$ cat src/rtl/lc3_pkg.sv
// Shared LC-3 execute-stage definitions: opcodes, control-field encodings
// and the sign-extension helper used by the operand and offset paths.
package lc3_pkg;

  localparam logic [3:0] OP_BR  = 4'b0000;
  localparam logic [3:0] OP_ADD = 4'b0001;
  localparam logic [3:0] OP_LD  = 4'b0010;
  localparam logic [3:0] OP_ST  = 4'b0011;
  localparam logic [3:0] OP_JSR = 4'b0100;
  localparam logic [3:0] OP_AND = 4'b0101;
  localparam logic [3:0] OP_LDR = 4'b0110;
  localparam logic [3:0] OP_STR = 4'b0111;
  localparam logic [3:0] OP_NOT = 4'b1001;
  localparam logic [3:0] OP_LDI = 4'b1010;
  localparam logic [3:0] OP_STI = 4'b1011;
  localparam logic [3:0] OP_JMP = 4'b1100;
  localparam logic [3:0] OP_LEA = 4'b1110;

  typedef enum logic [1:0] {
    ALU_ADD  = 2'b00,
    ALU_AND  = 2'b01,
    ALU_NOT  = 2'b10,
    ALU_PASS = 2'b11
  } alu_op_e;

  typedef enum logic [1:0] {
    OFF_11   = 2'b00,
    OFF_9    = 2'b01,
    OFF_6    = 2'b10,
    OFF_ZERO = 2'b11
  } offset_sel_e;

  // e_control = {alu_op[5:4], offset_sel[3:2], base_sel[1], op2_sel[0]}
  localparam int unsigned EC_ALU_MSB = 5;
  localparam int unsigned EC_ALU_LSB = 4;
  localparam int unsigned EC_OFF_MSB = 3;
  localparam int unsigned EC_OFF_LSB = 2;
  localparam int unsigned EC_BASE    = 1;
  localparam int unsigned EC_OP2     = 0;

  function automatic logic [15:0] sext16(input logic [15:0] value, input logic [3:0] msb);
    logic [15:0] res;
    res = 16'h0000;
    for (int i = 0; i < 16; i++) begin
      res[i] = (i > int'(msb)) ? value[msb] : value[i];
    end
    return res;
  endfunction

endpackage

$ cat src/rtl/execute_if.sv
// Decode-to-execute bus plus the execute stage's results toward writeback
// and memory access; slave is the execute stage, master drives it.
interface execute_if;
  logic        enable_execute;
  logic [5:0]  e_control;
  logic [1:0]  w_control_in;
  logic        mem_control_in;
  logic [15:0] ir;
  logic [15:0] npc_in;
  logic [15:0] vsr1;
  logic [15:0] vsr2;
  logic        bypass_alu_1;
  logic        bypass_alu_2;
  logic        bypass_mem_1;
  logic        bypass_mem_2;
  logic [15:0] mem_bypass_val;
  logic [2:0]  sr1;
  logic [2:0]  sr2;
  logic [15:0] aluout;
  logic [15:0] pcout;
  logic [15:0] m_data;
  logic [2:0]  dr;
  logic [2:0]  nzp;
  logic [15:0] ir_exec;
  logic [1:0]  w_control_out;
  logic        mem_control_out;

  modport slave (
    input  enable_execute, e_control, w_control_in, mem_control_in, ir, npc_in,
           vsr1, vsr2, bypass_alu_1, bypass_alu_2, bypass_mem_1, bypass_mem_2,
           mem_bypass_val,
    output sr1, sr2, aluout, pcout, m_data, dr, nzp, ir_exec, w_control_out,
           mem_control_out
  );

  modport master (
    output enable_execute, e_control, w_control_in, mem_control_in, ir, npc_in,
           vsr1, vsr2, bypass_alu_1, bypass_alu_2, bypass_mem_1, bypass_mem_2,
           mem_bypass_val,
    input  sr1, sr2, aluout, pcout, m_data, dr, nzp, ir_exec, w_control_out,
           mem_control_out
  );
endinterface

$ cat src/rtl/exec_alu.sv
// Combinational ALU for the execute stage; PASS forwards the address-adder
// result so LEA can reuse the adder instead of a second one here.
module exec_alu
  import lc3_pkg::*;
(
  input  logic [15:0] op1,
  input  logic [15:0] op2,
  input  alu_op_e     alu_op,
  input  logic [15:0] addr,
  output logic [15:0] result
);

  // operation select
  always_comb begin
    result = 16'h0000;
    case (alu_op)
      ALU_ADD:  result = op1 + op2;
      ALU_AND:  result = op1 & op2;
      ALU_NOT:  result = ~op1;
      ALU_PASS: result = addr;
      default:  result = 16'h0000;
    endcase
  end

endmodule

$ cat src/rtl/execute.sv
// LC-3 execute stage: forwarding muxes, ALU, address adder and the pipeline
// registers feeding writeback and memory access; advances on enable_execute.
module execute
  import lc3_pkg::*;
(
  input  logic     clk,
  input  logic     rst,
  execute_if.slave bus
);

  logic [3:0]  opcode;
  logic [15:0] op1, op2_src, op2, base, offset, addr, alu_result;
  logic [2:0]  nzp_next;
  alu_op_e     alu_op;
  offset_sel_e offset_sel;

  logic [15:0] aluout_d, aluout_q, pcout_d, pcout_q, m_data_d, m_data_q;
  logic [15:0] ir_exec_d, ir_exec_q;
  logic [2:0]  dr_d, dr_q, nzp_d, nzp_q;
  logic [1:0]  w_control_d, w_control_q;
  logic        mem_control_d, mem_control_q;

  assign opcode     = bus.ir[15:12];
  assign alu_op     = alu_op_e'(bus.e_control[EC_ALU_MSB:EC_ALU_LSB]);
  assign offset_sel = offset_sel_e'(bus.e_control[EC_OFF_MSB:EC_OFF_LSB]);

  // source-register numbers; stores read the data register through sr2
  always_comb begin
    bus.sr1 = bus.ir[8:6];
    if (opcode == OP_ST || opcode == OP_STR || opcode == OP_STI) begin
      bus.sr2 = bus.ir[11:9];
    end else begin
      bus.sr2 = bus.ir[2:0];
    end
  end

  // operand forwarding: the ALU result is the youngest producer, so it wins
  always_comb begin
    op1     = bus.vsr1;
    op2_src = bus.vsr2;
    if (bus.bypass_alu_1) begin
      op1 = aluout_q;
    end else if (bus.bypass_mem_1) begin
      op1 = bus.mem_bypass_val;
    end else begin
      op1 = bus.vsr1;
    end
    if (bus.bypass_alu_2) begin
      op2_src = aluout_q;
    end else if (bus.bypass_mem_2) begin
      op2_src = bus.mem_bypass_val;
    end else begin
      op2_src = bus.vsr2;
    end
    if (bus.e_control[EC_OP2]) begin
      op2 = op2_src;
    end else begin
      op2 = sext16(bus.ir, 4'd4);
    end
  end

  // address adder: base plus selected PC/base offset, wrapping mod 2^16
  always_comb begin
    offset = 16'h0000;
    if (bus.e_control[EC_BASE]) begin
      base = bus.npc_in;
    end else begin
      base = op1;
    end
    case (offset_sel)
      OFF_11:   offset = sext16(bus.ir, 4'd10);
      OFF_9:    offset = sext16(bus.ir, 4'd8);
      OFF_6:    offset = sext16(bus.ir, 4'd5);
      OFF_ZERO: offset = 16'h0000;
      default:  offset = 16'h0000;
    endcase
    addr = base + offset;
  end

  // branch mask: BR carries its own nzp bits, JMP/RET is unconditional
  always_comb begin
    nzp_next = 3'b000;
    case (opcode)
      OP_BR:   nzp_next = bus.ir[11:9];
      OP_JMP:  nzp_next = 3'b111;
      default: nzp_next = 3'b000;
    endcase
  end

  exec_alu u_alu (
    .op1    (op1),
    .op2    (op2),
    .alu_op (alu_op),
    .addr   (addr),
    .result (alu_result)
  );

  // next-state: capture on enable, otherwise hold
  always_comb begin
    aluout_d      = aluout_q;
    pcout_d       = pcout_q;
    m_data_d      = m_data_q;
    dr_d          = dr_q;
    nzp_d         = nzp_q;
    ir_exec_d     = ir_exec_q;
    w_control_d   = w_control_q;
    mem_control_d = mem_control_q;
    if (bus.enable_execute) begin
      aluout_d      = alu_result;
      pcout_d       = addr;
      m_data_d      = op2_src;
      dr_d          = bus.ir[11:9];
      nzp_d         = nzp_next;
      ir_exec_d     = bus.ir;
      w_control_d   = bus.w_control_in;
      mem_control_d = bus.mem_control_in;
    end else begin
      aluout_d      = aluout_q;
    end
  end

  // pipeline registers; reset overrides enable
  always_ff @(posedge clk) begin
    if (rst) begin
      aluout_q      <= 16'h0000;
      pcout_q       <= 16'h0000;
      m_data_q      <= 16'h0000;
      dr_q          <= 3'b000;
      nzp_q         <= 3'b000;
      ir_exec_q     <= 16'h0000;
      w_control_q   <= 2'b00;
      mem_control_q <= 1'b0;
    end else begin
      aluout_q      <= aluout_d;
      pcout_q       <= pcout_d;
      m_data_q      <= m_data_d;
      dr_q          <= dr_d;
      nzp_q         <= nzp_d;
      ir_exec_q     <= ir_exec_d;
      w_control_q   <= w_control_d;
      mem_control_q <= mem_control_d;
    end
  end

  assign bus.aluout          = aluout_q;
  assign bus.pcout           = pcout_q;
  assign bus.m_data          = m_data_q;
  assign bus.dr              = dr_q;
  assign bus.nzp             = nzp_q;
  assign bus.ir_exec         = ir_exec_q;
  assign bus.w_control_out   = w_control_q;
  assign bus.mem_control_out = mem_control_q;

endmodule

$ cat src/flat_wrapper.sv
// flat-port wrapper written by rule: the top's interface ports become plain ports
module execute_flat import lc3_pkg::*;
  (clk, rst, bus_enable_execute, bus_e_control, bus_w_control_in, bus_mem_control_in, bus_ir, bus_npc_in, bus_vsr1, bus_vsr2, bus_bypass_alu_1, bus_bypass_alu_2, bus_bypass_mem_1, bus_bypass_mem_2, bus_mem_bypass_val, bus_sr1, bus_sr2, bus_aluout, bus_pcout, bus_m_data, bus_dr, bus_nzp, bus_ir_exec, bus_w_control_out, bus_mem_control_out);
  execute_if bus_i ();
  input  logic clk;
  input  logic rst;
  input wire logic [$bits(bus_i.enable_execute)-1:0] bus_enable_execute;
  input wire logic [$bits(bus_i.e_control)-1:0] bus_e_control;
  input wire logic [$bits(bus_i.w_control_in)-1:0] bus_w_control_in;
  input wire logic [$bits(bus_i.mem_control_in)-1:0] bus_mem_control_in;
  input wire logic [$bits(bus_i.ir)-1:0] bus_ir;
  input wire logic [$bits(bus_i.npc_in)-1:0] bus_npc_in;
  input wire logic [$bits(bus_i.vsr1)-1:0] bus_vsr1;
  input wire logic [$bits(bus_i.vsr2)-1:0] bus_vsr2;
  input wire logic [$bits(bus_i.bypass_alu_1)-1:0] bus_bypass_alu_1;
  input wire logic [$bits(bus_i.bypass_alu_2)-1:0] bus_bypass_alu_2;
  input wire logic [$bits(bus_i.bypass_mem_1)-1:0] bus_bypass_mem_1;
  input wire logic [$bits(bus_i.bypass_mem_2)-1:0] bus_bypass_mem_2;
  input wire logic [$bits(bus_i.mem_bypass_val)-1:0] bus_mem_bypass_val;
  output wire logic [$bits(bus_i.sr1)-1:0] bus_sr1;
  output wire logic [$bits(bus_i.sr2)-1:0] bus_sr2;
  output wire logic [$bits(bus_i.aluout)-1:0] bus_aluout;
  output wire logic [$bits(bus_i.pcout)-1:0] bus_pcout;
  output wire logic [$bits(bus_i.m_data)-1:0] bus_m_data;
  output wire logic [$bits(bus_i.dr)-1:0] bus_dr;
  output wire logic [$bits(bus_i.nzp)-1:0] bus_nzp;
  output wire logic [$bits(bus_i.ir_exec)-1:0] bus_ir_exec;
  output wire logic [$bits(bus_i.w_control_out)-1:0] bus_w_control_out;
  output wire logic [$bits(bus_i.mem_control_out)-1:0] bus_mem_control_out;
  assign bus_i.enable_execute = bus_enable_execute;
  assign bus_i.e_control = bus_e_control;
  assign bus_i.w_control_in = bus_w_control_in;
  assign bus_i.mem_control_in = bus_mem_control_in;
  assign bus_i.ir = bus_ir;
  assign bus_i.npc_in = bus_npc_in;
  assign bus_i.vsr1 = bus_vsr1;
  assign bus_i.vsr2 = bus_vsr2;
  assign bus_i.bypass_alu_1 = bus_bypass_alu_1;
  assign bus_i.bypass_alu_2 = bus_bypass_alu_2;
  assign bus_i.bypass_mem_1 = bus_bypass_mem_1;
  assign bus_i.bypass_mem_2 = bus_bypass_mem_2;
  assign bus_i.mem_bypass_val = bus_mem_bypass_val;
  assign bus_sr1 = bus_i.sr1;
  assign bus_sr2 = bus_i.sr2;
  assign bus_aluout = bus_i.aluout;
  assign bus_pcout = bus_i.pcout;
  assign bus_m_data = bus_i.m_data;
  assign bus_dr = bus_i.dr;
  assign bus_nzp = bus_i.nzp;
  assign bus_ir_exec = bus_i.ir_exec;
  assign bus_w_control_out = bus_i.w_control_out;
  assign bus_mem_control_out = bus_i.mem_control_out;
  execute u_core (.clk(clk), .rst(rst), .bus(bus_i));
endmodule
$ cat config.mk
export PLATFORM = sky130hd
export DESIGN_NAME = execute_flat
export DESIGN_NICKNAME = d
export VERILOG_FILES = /design/src/rtl/lc3_pkg.sv /design/src/rtl/execute_if.sv /design/src/rtl/exec_alu.sv /design/src/rtl/execute.sv /design/src/flat_wrapper.sv
export SDC_FILE = /design/constraint.sdc
export NUM_CORES = 1
export LEC_CHECK = 0
export ABC_AREA = 1
export BUFFER_PORTS_ARGS = -buffer_cell sky130_fd_sc_hd__buf_2
export CAP_MARGIN = 20
export CORE_MARGIN = 2
export CORE_UTILIZATION = 53
export DETAILED_ROUTE_END_ITERATION = 8
export GPL_TIMING_DRIVEN = 0
export PLACE_DENSITY = 0.87
export SLEW_MARGIN = 20
export SYNTH_ARGS = -nofsm -noshare
export SYNTH_HDL_FRONTEND = slang
export SYNTH_SLANG_ARGS = --single-unit
$ cat constraint.sdc
create_clock -name clk -period 3.01 [get_ports clk]
set_input_delay 0.602 -clock clk [delete_from_list [all_inputs] [get_ports clk]]
set_output_delay 0.602 -clock clk [all_outputs]
set_load 0.03 [all_outputs]
==> impl_metrics.tcl <==
set metrics [dict create \
    run_status "complete, no violations" \
    synth_simple_gate_area_frac 0.3328 \
    synth.cell_area_sq_um 5813 \
    yosys.area.top_type "dfxtp_1" \
    synthesis.area_per_instance_sq_um 6.018 \
    pre_cts_slack_ps -281.1 \
    layout_setup_ws_ps 188.9 \
    min_from "bus_w_control_in[0]" \
    fin_tns_setup_ps 0 \
    timing_max_transition_violations_final 0 \
    clock_pin_slew_worst_setup_and_hold_paths_ps 80 \
    combinational_family_with_the_most_area_after_synthesis "simple AND/OR/NAND/NOR gates" \
    number_of_storage_elements_in_the_synthesis_netlist 70 \
    drt_pre_antenna_iters 9 \
    routed_via_density 5.447 \
    setup_violations 0 \
    yosys_warnings 0 \
    io_buffers 170 \
    synth_compound_gate_area_share 0.2249 \
    rows 38 \
    grt_max_degree 14 \
    syn-num-nets 1095 \
    postPlaceCellArea_sq_um 6839 \
    share_of_layout_cells_above_drive_strength_1 0.2106 \
    routabilityCongestion 1.008 \
    drt.antenna.violating_nets 0 \
    ys_seq_area_frac 0.2411 \
    timing.critical_path.from_type "input port" \
    timing.critical_path.arrival_ps 3110 \
    tritoncts.num_buffers 9 \
    final_period_minus_worst_setup_slack_ps 2821 \
    setup.worst_path.end_class "flip-flop" \
    worst_ir_drop_vdd_mv 0.3483 \
    fmax_mhz 354.5 \
    core_area_sq_um 10790 \
    grt_pass1_vias 6211 \
    die_area_sq_um 11820 \
    floorplan.initialDensity 0.5386 \
    first_iter_violations 648 \
    fin_crit_sh 0.9372 \
    synth_top_cell_area_share 0.2411 \
    die-width_microns 108.7 \
    io_pins 175 \
    synth-xor-area-share 0.01184 \
    track_usage 0.3250 \
    post_synth_fa_ha_maj_area_fraction 0.07361 \
    ctsHtreeMaxLevel 3 \
    num_vias 7048 \
    max-slew-margin-rel 0.5890 \
    finish.instance_area_sq_um 7068 \
    mux_contribution_to_synthesized_area 0 \
    wl_final_microns 19670 \
    worstReg2RegStart "u_core.bus.aluout[1]" \
    leakagePower_nw 3.871 \
    worst-endpoint-required_ps 3300 \
    die_h_microns 108.7 \
    hold_path_class "in -> reg" \
    layout_commonest_cell "nand2_1" \
    criticalPathCategory "in -> reg" \
    clock_insertion_delay_worst_skew_ps 350 \
    post_synth_inst_count 966 \
    detailedPlacementHpwl_microns 15960 \
    hold_ws_ps 467.5 \
    fin_cells 1294 \
    critPathMaxFanout 10 \
    clock-root-buffer "clkbuf_8" \
    layout-area-overhead-vs-synth_pct 21.59 \
    clock_skew_ps 10.60 \
    tritoncts "yes" \
    n_antenna_cell 0 \
    power.density_nw_per_um2 459.1 \
    global_route.overflow_total 0 \
    max-cap-violations 0 \
    grt_antenna_before_repair 0 \
    timing_hold_violations_final 0 \
    cts_max_path_buffers 2 \
    grt_first_pass_wirelength_microns 29880 \
    layout_common_cells "nand2_1 (294), buf_2 (179), nor2_1 (104)" \
    avgRoutedWirePerCell_microns 15.20 \
    synth_top_cells_by_area "dfxtp_1 (24%), nand2_1 (19%), o21ai_0 (9.0%), nor2_1 (6.8%), ha_1 (6.7%)" \
    cts_num_sinks 70 \
    timing.critical_path.from "bus_bypass_mem_1" \
    tightestPinTransition_ps 610.0 \
    synth.lib_cells_used.distinct 42 \
    place_inst 1276 \
    drc_violations 0 \
    fin_nets 1278 \
]
==> cell usage after synthesis, drive strengths merged <==
cell	instances
nand2	300
o21ai	112
nor2	105
inv	104
a21oi	76
dfxtp	70
nand3	55
ha	31
buf	26
clkbuf	22
o211ai	16
a31oi	8
nand3b	5
xor2	5
nand4	4
a22oi	3
nor3	3
o21a	3
a41oi	2
and2	2
clkinv	2
fa	2
o22ai	2
or2	2
xnor2	2
and3	1
nor3b	1
o21bai	1
o221ai	1
==> routing by layer <==
metal / track usage / up-vias / part of all wire
li1: - / 3506 / -
met1: 0.4222 / 3091 / 0.42
met2: 0.5357 / 406 / 0.44
met3: 0.05918 / 45 / 0.11
met4: 0.1245 / 0 / 0.032
met5: 0 / - / 0
==> power by group <==
group	switching (W)	internal, W	total [W]
Combinational	0.000931	0.000462	0.00139
Sequential	0.0000552	0.00101	0.00106
Clock	0.000408	0.000384	0.000792
Total	0.00139	0.00185	0.00325
==> worst paths after layout <==
kind | to | slack [ps] | cells after the start
max | u_core.bus.aluout[10] | 190 | 18
min | u_core.bus.w_control_out[0] | 470 | 3
max reg2reg | u_core.bus.aluout[13] | 560 | 14
min reg2reg | u_core.bus.pcout[12] | 480 | 2
==> area by class of cell <==
| class | count | area (sq um) |
|---|---|---|
| Clock buffer | 9 | 123.9 |
| Sequential cell | 70 | 1401 |
| Clock inverter | 7 | 72.57 |
| Fill cell | 1014 | 3725 |
| Buffer | 48 | 269.0 |
| Inverter | 106 | 411.6 |
| Tap cell | 140 | 175.2 |
| Multi-Input combinational cell | 742 | 3746 |
| Timing Repair Buffer | 172 | 868.3 |
==> cells by family after synthesis <==
logic type / after synthesis
AND/OR/NAND/NOR: 478
XOR/XNOR: 7
adder cells (fa/ha/maj): 33
buffers and inverters: 154
flip-flops: 70
AO/OA/AOI/OAI: 224
==> through the flow <==
step,total power [W],util
2_1_floorplan,0.002039,-
3_3_place_gp,0.002414,0.6337
3_5_place_dp,0.002432,0.6337
4_1_cts,0.003209,0.6519
5_1_grt,0.003428,0.6549
6_report,0.003245,0.6549
==> flip-flops by register name, indices dropped and copies added, names as in the netlist <==
| register | cells |
|---|---|
| u_core.bus.w_control_out | 2 |
| u_core.bus.ir_exec | 14 |
| u_core.bus.nzp | 3 |
| u_core.bus.aluout | 16 |
| u_core.bus.m_data | 16 |
| u_core.bus.dr | 2 |
| u_core.bus.mem_control_out | 1 |
| u_core.bus.pcout | 16 |
==> worst max-delay path, stage by stage <==
cell and delay [ps]:
buf_6 120, buf_4 170, o211ai_1 210, and2_1 220, o21ai_0 100, ha_1 240
fa_1 410, nand3_1 100, nand2_1 130, nand2_1 110, nand2_2 80, nand2_1 90
nand2_1 50, nand2_1 50, nand2_1 90, o21ai_1 190, nor2_1 60, nor2_1 80
==> timing repair <==
action,in CTS,in global routing
buffers inserted,0,2
setup endpoints to repair,0,11
hold buffers,0,0
resized for setup,0,14
Power figures use the tool's default switching activity.
